[src/rtl/context_scheduler.sv]
// Round-robin time-slice scheduler: counts non-halted user cycles, pulses the PC into the
// OS handler on quantum expiry or process exit, and tracks per-slot resume addresses.
module context_scheduler #(
   parameter int QUANTUM  = 64,
   parameter int NUM_PROC = 4,
   parameter int PC_WIDTH = 12
) (
   input  logic                        clock,
   input  logic                        resetCPU,
   input  logic                        enable,
   input  logic                        HLT,
   input  logic [PC_WIDTH-1:0]         programCounter,
   input  logic                        proc_load,
   input  logic [$clog2(NUM_PROC)-1:0] proc_load_id,
   input  logic [PC_WIDTH-1:0]         proc_load_pc,
   input  logic                        proc_done,
   input  logic                        os_resume,
   output logic                        jump_context_exchange,
   output logic [$clog2(NUM_PROC)-1:0] current_proc,
   output logic [$clog2(NUM_PROC)-1:0] next_proc,
   output logic [PC_WIDTH-1:0]         resume_pc,
   output logic [PC_WIDTH-1:0]         saved_pc,
   output logic [NUM_PROC-1:0]         active_mask,
   output logic                        idle,
   output logic [1:0]                  fsm_state
);

   localparam int IW = $clog2(NUM_PROC);
   localparam int CW = $clog2(QUANTUM);
   localparam logic [CW-1:0] LAST = CW'(QUANTUM - 1);

   localparam logic [1:0] S_IDLE = 2'd0;
   localparam logic [1:0] S_RUN  = 2'd1;
   localparam logic [1:0] S_EXCH = 2'd2;
   localparam logic [1:0] S_WAIT = 2'd3;

   logic [1:0]          state, state_d;
   logic [CW-1:0]       count, count_d;
   logic [IW-1:0]       cur_d, next_d;
   logic [IW-1:0]       rr_pick, rr_idx, low_pick;
   logic                rr_found, low_found;
   logic [NUM_PROC-1:0] mask_d;
   logic [PC_WIDTH-1:0] saved_d;
   logic [PC_WIDTH-1:0] pc_table [NUM_PROC];
   logic                tick, done_ok, load_ok;

   assign tick      = enable && !HLT;
   assign done_ok   = proc_done && (state == S_RUN);
   // A slot that owns the CPU (or is being swapped out) cannot be reloaded under it.
   assign load_ok   = proc_load &&
                      !(((state == S_RUN) || (state == S_EXCH)) && (proc_load_id == current_proc));
   assign resume_pc = pc_table[next_proc];
   assign fsm_state = state;

   always_comb begin
      rr_pick  = current_proc;
      rr_found = 1'b0;
      rr_idx   = '0;
      for (int i = 1; i <= NUM_PROC; i++) begin
         rr_idx = current_proc + IW'(i);
         if (!rr_found && active_mask[rr_idx]) begin
            rr_pick  = rr_idx;
            rr_found = 1'b1;
         end
      end
      low_pick  = '0;
      low_found = 1'b0;
      for (int i = 0; i < NUM_PROC; i++) begin
         if (!low_found && active_mask[i]) begin
            low_pick  = IW'(i);
            low_found = 1'b1;
         end
      end
   end

   always_comb begin
      state_d = state;
      count_d = count;
      cur_d   = current_proc;
      next_d  = next_proc;
      saved_d = saved_pc;
      mask_d  = active_mask;
      if (done_ok) mask_d[current_proc] = 1'b0;
      if (load_ok) mask_d[proc_load_id] = 1'b1;
      case (state)
         S_IDLE: begin
            if (enable && (|active_mask)) begin
               next_d  = low_pick;
               state_d = S_WAIT;
            end
         end
         S_RUN: begin
            if ((tick && (count == LAST)) || done_ok) begin
               count_d = '0;
               state_d = S_EXCH;
            end else if (tick) begin
               count_d = count + CW'(1);
            end
         end
         S_EXCH: begin
            saved_d = programCounter;
            next_d  = rr_pick;
            state_d = S_WAIT;
         end
         default: begin
            if (os_resume) begin
               if (!enable || (active_mask == '0)) begin
                  state_d = S_IDLE;
               end else begin
                  cur_d   = next_proc;
                  count_d = '0;
                  state_d = S_RUN;
               end
            end
         end
      endcase
   end

   always_ff @(posedge clock or negedge resetCPU) begin
      if (!resetCPU) begin
         state                 <= S_IDLE;
         count                 <= '0;
         current_proc          <= '0;
         next_proc             <= '0;
         saved_pc              <= '0;
         active_mask           <= '0;
         jump_context_exchange <= 1'b0;
         idle                  <= 1'b1;
      end else begin
         state                 <= state_d;
         count                 <= count_d;
         current_proc          <= cur_d;
         next_proc             <= next_d;
         saved_pc              <= saved_d;
         active_mask           <= mask_d;
         jump_context_exchange <= (state_d == S_EXCH);
         idle                  <= (state_d == S_IDLE);
      end
   end

   // An exiting process has already lost its mask bit, so its table entry is left intact.
   always_ff @(posedge clock or negedge resetCPU) begin
      if (!resetCPU) begin
         for (int i = 0; i < NUM_PROC; i++) pc_table[i] <= '0;
      end else begin
         if (load_ok) pc_table[proc_load_id] <= proc_load_pc;
         if ((state == S_EXCH) && active_mask[current_proc]) pc_table[current_proc] <= programCounter;
      end
   end

endmodule

[config.mk]
export PLATFORM = sky130hd
export DESIGN_NAME = context_scheduler
export DESIGN_NICKNAME = d
export VERILOG_FILES = /design/src/rtl/context_scheduler.sv
export SDC_FILE = /design/constraint.sdc
export NUM_CORES = 1
export LEC_CHECK = 0
export BUFFER_PORTS_ARGS = -buffer_cell sky130_fd_sc_hd__buf_2
export CORE_ASPECT_RATIO = 0.8
export CORE_MARGIN = 10
export CORE_UTILIZATION = 60
export CTS_BUF_LIST = sky130_fd_sc_hd__clkbuf_4 sky130_fd_sc_hd__clkbuf_8
export DETAILED_ROUTE_END_ITERATION = 7
export PLACE_DENSITY = 0.84
export SLEW_MARGIN = 20
export SYNTH_ARGS = -nofsm -noshare
export SYNTH_HDL_FRONTEND = slang
export SYNTH_SLANG_ARGS = --single-unit
[constraint.sdc]
create_clock -name clock -period 3.61 [get_ports clock]
set_clock_uncertainty 0.1 [all_clocks]
set_input_delay 0.1805 -clock clock [delete_from_list [all_inputs] [get_ports clock]]
set_output_delay 0.1805 -clock clock [all_outputs]
set_load 0.05 [all_outputs]
# == After elaboration in Yosys (flattened, before gate mapping) ==
# Index checks and enable logic that the tools add are counted.
# op_classes
n_lt_le_gt_ge,12
n_bitwise,9
mux,50
eq_ne,8
n_reduce_logical,40
n_addsub,4
# op_table
cell,count
48-bit bitwise mux,2
48-bit two-way mux,2
12-bit demux with 2-bit select,2
12-bit two-way mux,4
12-bit binary-select mux with 2-bit select,1
6-bit two-way mux,4
2-bit two-way mux,10
1-bit logical AND,17
"2-bit by 3-bit less-than comparator with 1-bit output, second input constant",5
1-bit two-way mux,14
6-bit case mux with 2 select lines,1
"3-bit >= comparator, second input constant",3
1-bit logical NOT,9
2-bit NOT with 3-bit output,3
1-bit binary-select mux with 2-bit select,4
4-bit two-way mux,2
"6-bit by 1-bit adder with 6-bit output, second input constant",1
"6-bit == test, second input constant",1
"3-bit by 1-bit less-than comparator with 1-bit output, second input constant",2
2-bit case mux with 3 select lines,1
"2-bit adder, second input constant",2
4-bit AND,1
1-bit demux with 2-bit select,2
"2-bit == test, second input constant",2
20 further kinds,28
# totals
output_inout_bits,36
register_bits,78

# == Depth between registers and ports, before layout ==
# logic_depth
word_depth,14
depth_mapped,8
depth_no_buf,6

# == Least setup slack after synthesis ==
# Ideal clock, no wire load.
# synth_path
path_type,flip-flop to flip-flop
start,"register state[0], in the netlist fsm_state[0]"
end,register pc_table[28] (netlist bit)
required_time_ps,3391
slack_ps,1240
path_buffers,1
t_arrival_ps,2151
setup_ps,119
stages_incl_launch_ff,7
cell_sequence,dfrtp_1 inv_1 ha_1 a311oi_2 buf_4 mux2i_1 o21ai_2
# synth_between
elab_chain_cells,8
elab_cells_between_ends,10
# synth_lines
item,line,rtl
"start, declared",37,"logic [1:0] state, state_d;"
"start signal, assigned",130,state <= state_d;
2-bit by 1-bit == test with 1-bit output / 2-bit == test (equally long branches),"51, 147",
1-bit logical OR,51,!(((state == S_RUN) || (state == S_EXCH)) && (proc_load_id == current_proc));
1-bit logical AND,51,
1-bit logical NOT,51,
1-bit logical AND,50,assign load_ok = proc_load &&
48-bit two-way mux,146,if (load_ok) pc_table[proc_load_id] <= proc_load_pc;
48-bit bitwise mux,147,if ((state == S_EXCH) && active_mask[current_proc]) pc_table[current_proc] <= programCounter;
48-bit two-way mux (*),147,
"end signal, assigned by index",146,
"end signal, assigned by index",147,
"end, declared",44,logic [PC_WIDTH-1:0] pc_table [NUM_PROC];
# Mark *: on every way between the ends. The rest lies on a longest branch, timed or not.
# A chain may end at the register's enable or synchronous reset.

# == Worst setup path in the final report ==
# layout_path
start,"register state[0], in the netlist fsm_state[0]"
end,register pc_table[7] (netlist bit)
# Same word-level chain as after synthesis.

==> metrics.md <==
| Metric | Value |
|---|---|
| Post-CTS setup buffers | `0` |
| CP max FO | `13` |
| Gpl congestion | `0.816` |
| Internal power | `2.53 mW` |
| Starting Density | `0.631` |
| Primary FF master, synth | `dfrtp_1` |
| Drt total wl | `around 10,000 um` |
| Layout Nets | `slightly below 500` |
| Initial antenna violation count | `0` |
| Critical Path RT | `3.75 ns` |
| Syn-to-layout area delta | `12.6%` |
| Min-Delay Path Class | `in -> reg` |
| Seq pwr share | `0.335` |
| Post-DRT Antenna Nets | `0` |
| Crit path DAT | `roughly 2.7 ns` |
| Slowest stage delay, CP | `0.84 ns` |
| Slowest cell on the critical path | `o2111ai_2` |
| CTS tree | `done` |
| Post-Syn Instances | `386` |
| Row count | `27` |
| Total power | `4.99 mW` |
| Sequential fraction of the synthesis area | `0.440` |
| Number of enable flip-flop cells after synthesis | `0` |
| Fmax | `398 MHz` |
| WP buf/inv | `1` |
| CTS Buf Count | `9` |
| Global Route Usage Sum | `0.190` |
| I/O Buffers | `68` |
| Placeable Area | `7030 um2` |
| Full die area | `11,300 um2` |
| Hold violation total from the final report | `0` |
| Number of H-tree levels | `3` |
| Die Height | `96.9 um` |
| Avg Inst Size Synth | `11.5 um2` |
| Detailed Place HPWL | `between 7000 and 8000 um` |
| Syn Std Cell Area | `4440 um2` |
| DRT Pass-1 Iters | `4` |
| Commonest non-fill, non-tap cell in the layout | `dfrtp_1` |
| Die X | `about 120 um` |
| Relative slew slack | `0.287` |
| Fill cell count | `522` |
| Synth Net Count | `around 430` |
| CTS clock-pin slew for the worst setup and hold paths | `0.08 ns` |
| N_diodes | `0` |
| Status | `finished clean` |
| Largest net degree at the start of global routing | `79` |
| PD cells | `1000 nW/um2` |
| Clk buf depth | `2` |
| Fraction of layout instances using a drive strength above 1 | `0.354` |
| Leak pwr | `2.32 nW` |
| Final Cycle Share | `0.696` |
| Startpoint types | `register` |
| Worst-Margin Slew | `1.07 ns` |
| Yosys warns | `0` |
| Clock power frac | `0.114` |
| CP endpoint kind | `register` |
| Worst-Skew Late Latency | `0.35 ns` |
| NetSw | `2.46 mW` |
| IO Count | `69` |
| Critical path class | `reg -> reg` |
| Highest-count cells in the layout ignoring fill and taps | `77 x dfrtp_1, 67 x buf_2, 57 x nand2_1, 51 x mux2i_1, 32 x o21ai_2` |
| Cell family with most CP delay | `compound AO/OA/AOI/OAI gates` |
| Post-layout min period | `2.51 ns` |
| Vias | `3,265` |
| Number of global-route vias before repair | `3,362` |
| Ys async rst share | `1.00` |
| Gr ovfl total | `0` |
| First-pass GRT wire length | `17,200 um` |
| Clk sink count | `78` |
| CTS root buf | `clkbuf_8` |
| Setup TNS Final | `0 ns` |
| DR vias/cell | `5.99` |
| Sequence of cells on the critical path | `inv_1 > ha_1 > nand2_1 > o2111ai_2 > mux2i_1 > o21ai_2` |
| RSZ-0062 raised after global routing | `false` |
| Remaining DRCs | `0` |
| Combinational cell fraction of total power | `0.551` |
| CTS resizes | `0` |
| Synth Register Bits | `78` |
| Synth unique cells | `52` |
| Peak supply drop | `slightly above 600 uV` |
| Sw frac | `0.493` |
| Final setup viols | `0` |
| Max-slew violations | `0` |
| Post-DR wirelength/cell | `19.2 um` |
| Max-Cap Viols | `0` |
| Initial DRC Count | `290` |
synth_stat cells (all sizes together) (2+ instances only):
| cell | count | area share |
|---|---|---|
| nand3 | 5 | 0.0056 |
| nor3 | 2 | 0.0023 |
| buf | 22 | 0.046 |
| nand2b | 3 | 0.0042 |
| o211ai | 3 | 0.0051 |
| o21a | 3 | 0.0051 |
| clkbuf | 6 | 0.0056 |
| dfrtp | 77 | 0.43 |
| mux2 | 16 | 0.041 |
| ha | 9 | 0.025 |
| a41oi | 2 | 0.0039 |
| mux4 | 13 | 0.066 |
| mux2i | 51 | 0.12 |
| inv | 9 | 0.0076 |
| and2b | 2 | 0.0037 |
| a21oi | 7 | 0.0087 |
| o2111ai | 2 | 0.0068 |
| nand2 | 57 | 0.048 |
| o21ai | 56 | 0.090 |
| and3 | 6 | 0.0085 |
| nor2 | 9 | 0.0076 |
| a31oi | 3 | 0.0042 |
| a211oi | 2 | 0.0034 |
state kept, by name, summed over array words and instances (netlist names):
register / flops
active_mask: 4
count: 6
current_proc: 2
fsm_state: 2
idle: 1
jump_context_exchange: 1
next_proc: 2
pc_table: 48
saved_pc: 12
logic make-up (layout without fill, tap and decap cells):
kind of cell               after synthesis  count (layout)  share of synthesized area
adders and majority gates                9               9                     0.0254
buffers and inverters                   37             109                     0.0590
and+or+nand+nor                         92              92                     0.0954
DFF                                     78              78                      0.440
muxes                                   80              80                      0.223
AOI/OAI and AO/OA                       90              90                      0.157
per-stage QoR:
step / instance area, um2 / std cells / setup WS (ns) / util / hold slack (ns)
global route: 5000 / 545 / 0.935 / 0.711 / 0.00440
CTS: 5000 / 545 / 1.09 / 0.711 / 0.000710
finish: 5000 / 545 / 1.10 / 0.711 / 0.0117
global placement: 4720 / 520 / 1.26 / 0.672 / 0.304
detailed placement: 4720 / 520 / 1.09 / 0.672 / 0.304
floorplan: 4440 / 386 / 1.24 / - / -0.215
final timing paths:
path | from | end | slack [ns] | depth (start not counted)
setup reg to reg | fsm_state[0]$_DFF_PN0_ | pc_table[7]$_DFF_PN0_ | 1.10 | 6
max in group asynchronous | resetCPU | next_proc[0]$_DFFE_PN0P_ | 2.35 | 2
setup / recovery | fsm_state[0]$_DFF_PN0_ | pc_table[7]$_DFF_PN0_ | 1.10 | 6
hold / removal | programCounter[0] | pc_table[12]$_DFF_PN0_ | 0.01 | 3
min in group asynchronous | resetCPU | saved_pc[2]$_DFFE_PN0P_ | 0.42 | 2
hold reg to reg | count[0]$_DFFE_PN0P_ | count[0]$_DFFE_PN0P_ | 0.40 | 1
layer usage:
layer,vias to the layer above,part of all wire,global-route usage
li1,1538,-,-
met1,1631,0.44,0.248
met2,87,0.49,0.299
met3,9,0.058,0.0511
met4,0,0.0089,0.0601
met5,-,0,0
timing repair:
action,CTS,global route
hold buffers,11,0
endpoints found under the setup margin,0,0
endpoints found under the hold margin,108,0
power by group through the flow:
stage	Clock, mW	Combinational, mW	Sequential (mW)
finish	0.571	2.75	1.67
global route	0.621	2.94	1.73
CTS	0.583	2.77	1.67
detailed placement	0	2.76	1.68
global placement	0	2.67	1.65
floorplan	0	1.93	1.95
worst reg2reg max path: stages, from the launching register on:
cell and delay (ns):
dfrtp_1 0.44, inv_1 0.11, ha_1 0.38, nand2_1 0.12
o2111ai_2 0.84, mux2i_1 0.33, o21ai_2 0.07
layout make-up:
class / count / area [um2] / share of cell area
Clock buffer: 10 / 138 / 0.0275
Inverter: 9 / 33.8 / 0.00676
Timing Repair Buffer: 86 / 505 / 0.101
Multi-Input combinational cell: 271 / 2230 / 0.447
Sequential cell: 78 / 1950 / 0.391
Clock inverter: 4 / 25.0 / 0.00501
Tap cell: 87 / 109 / 0.0218
(Power assumes the default switching activity.)
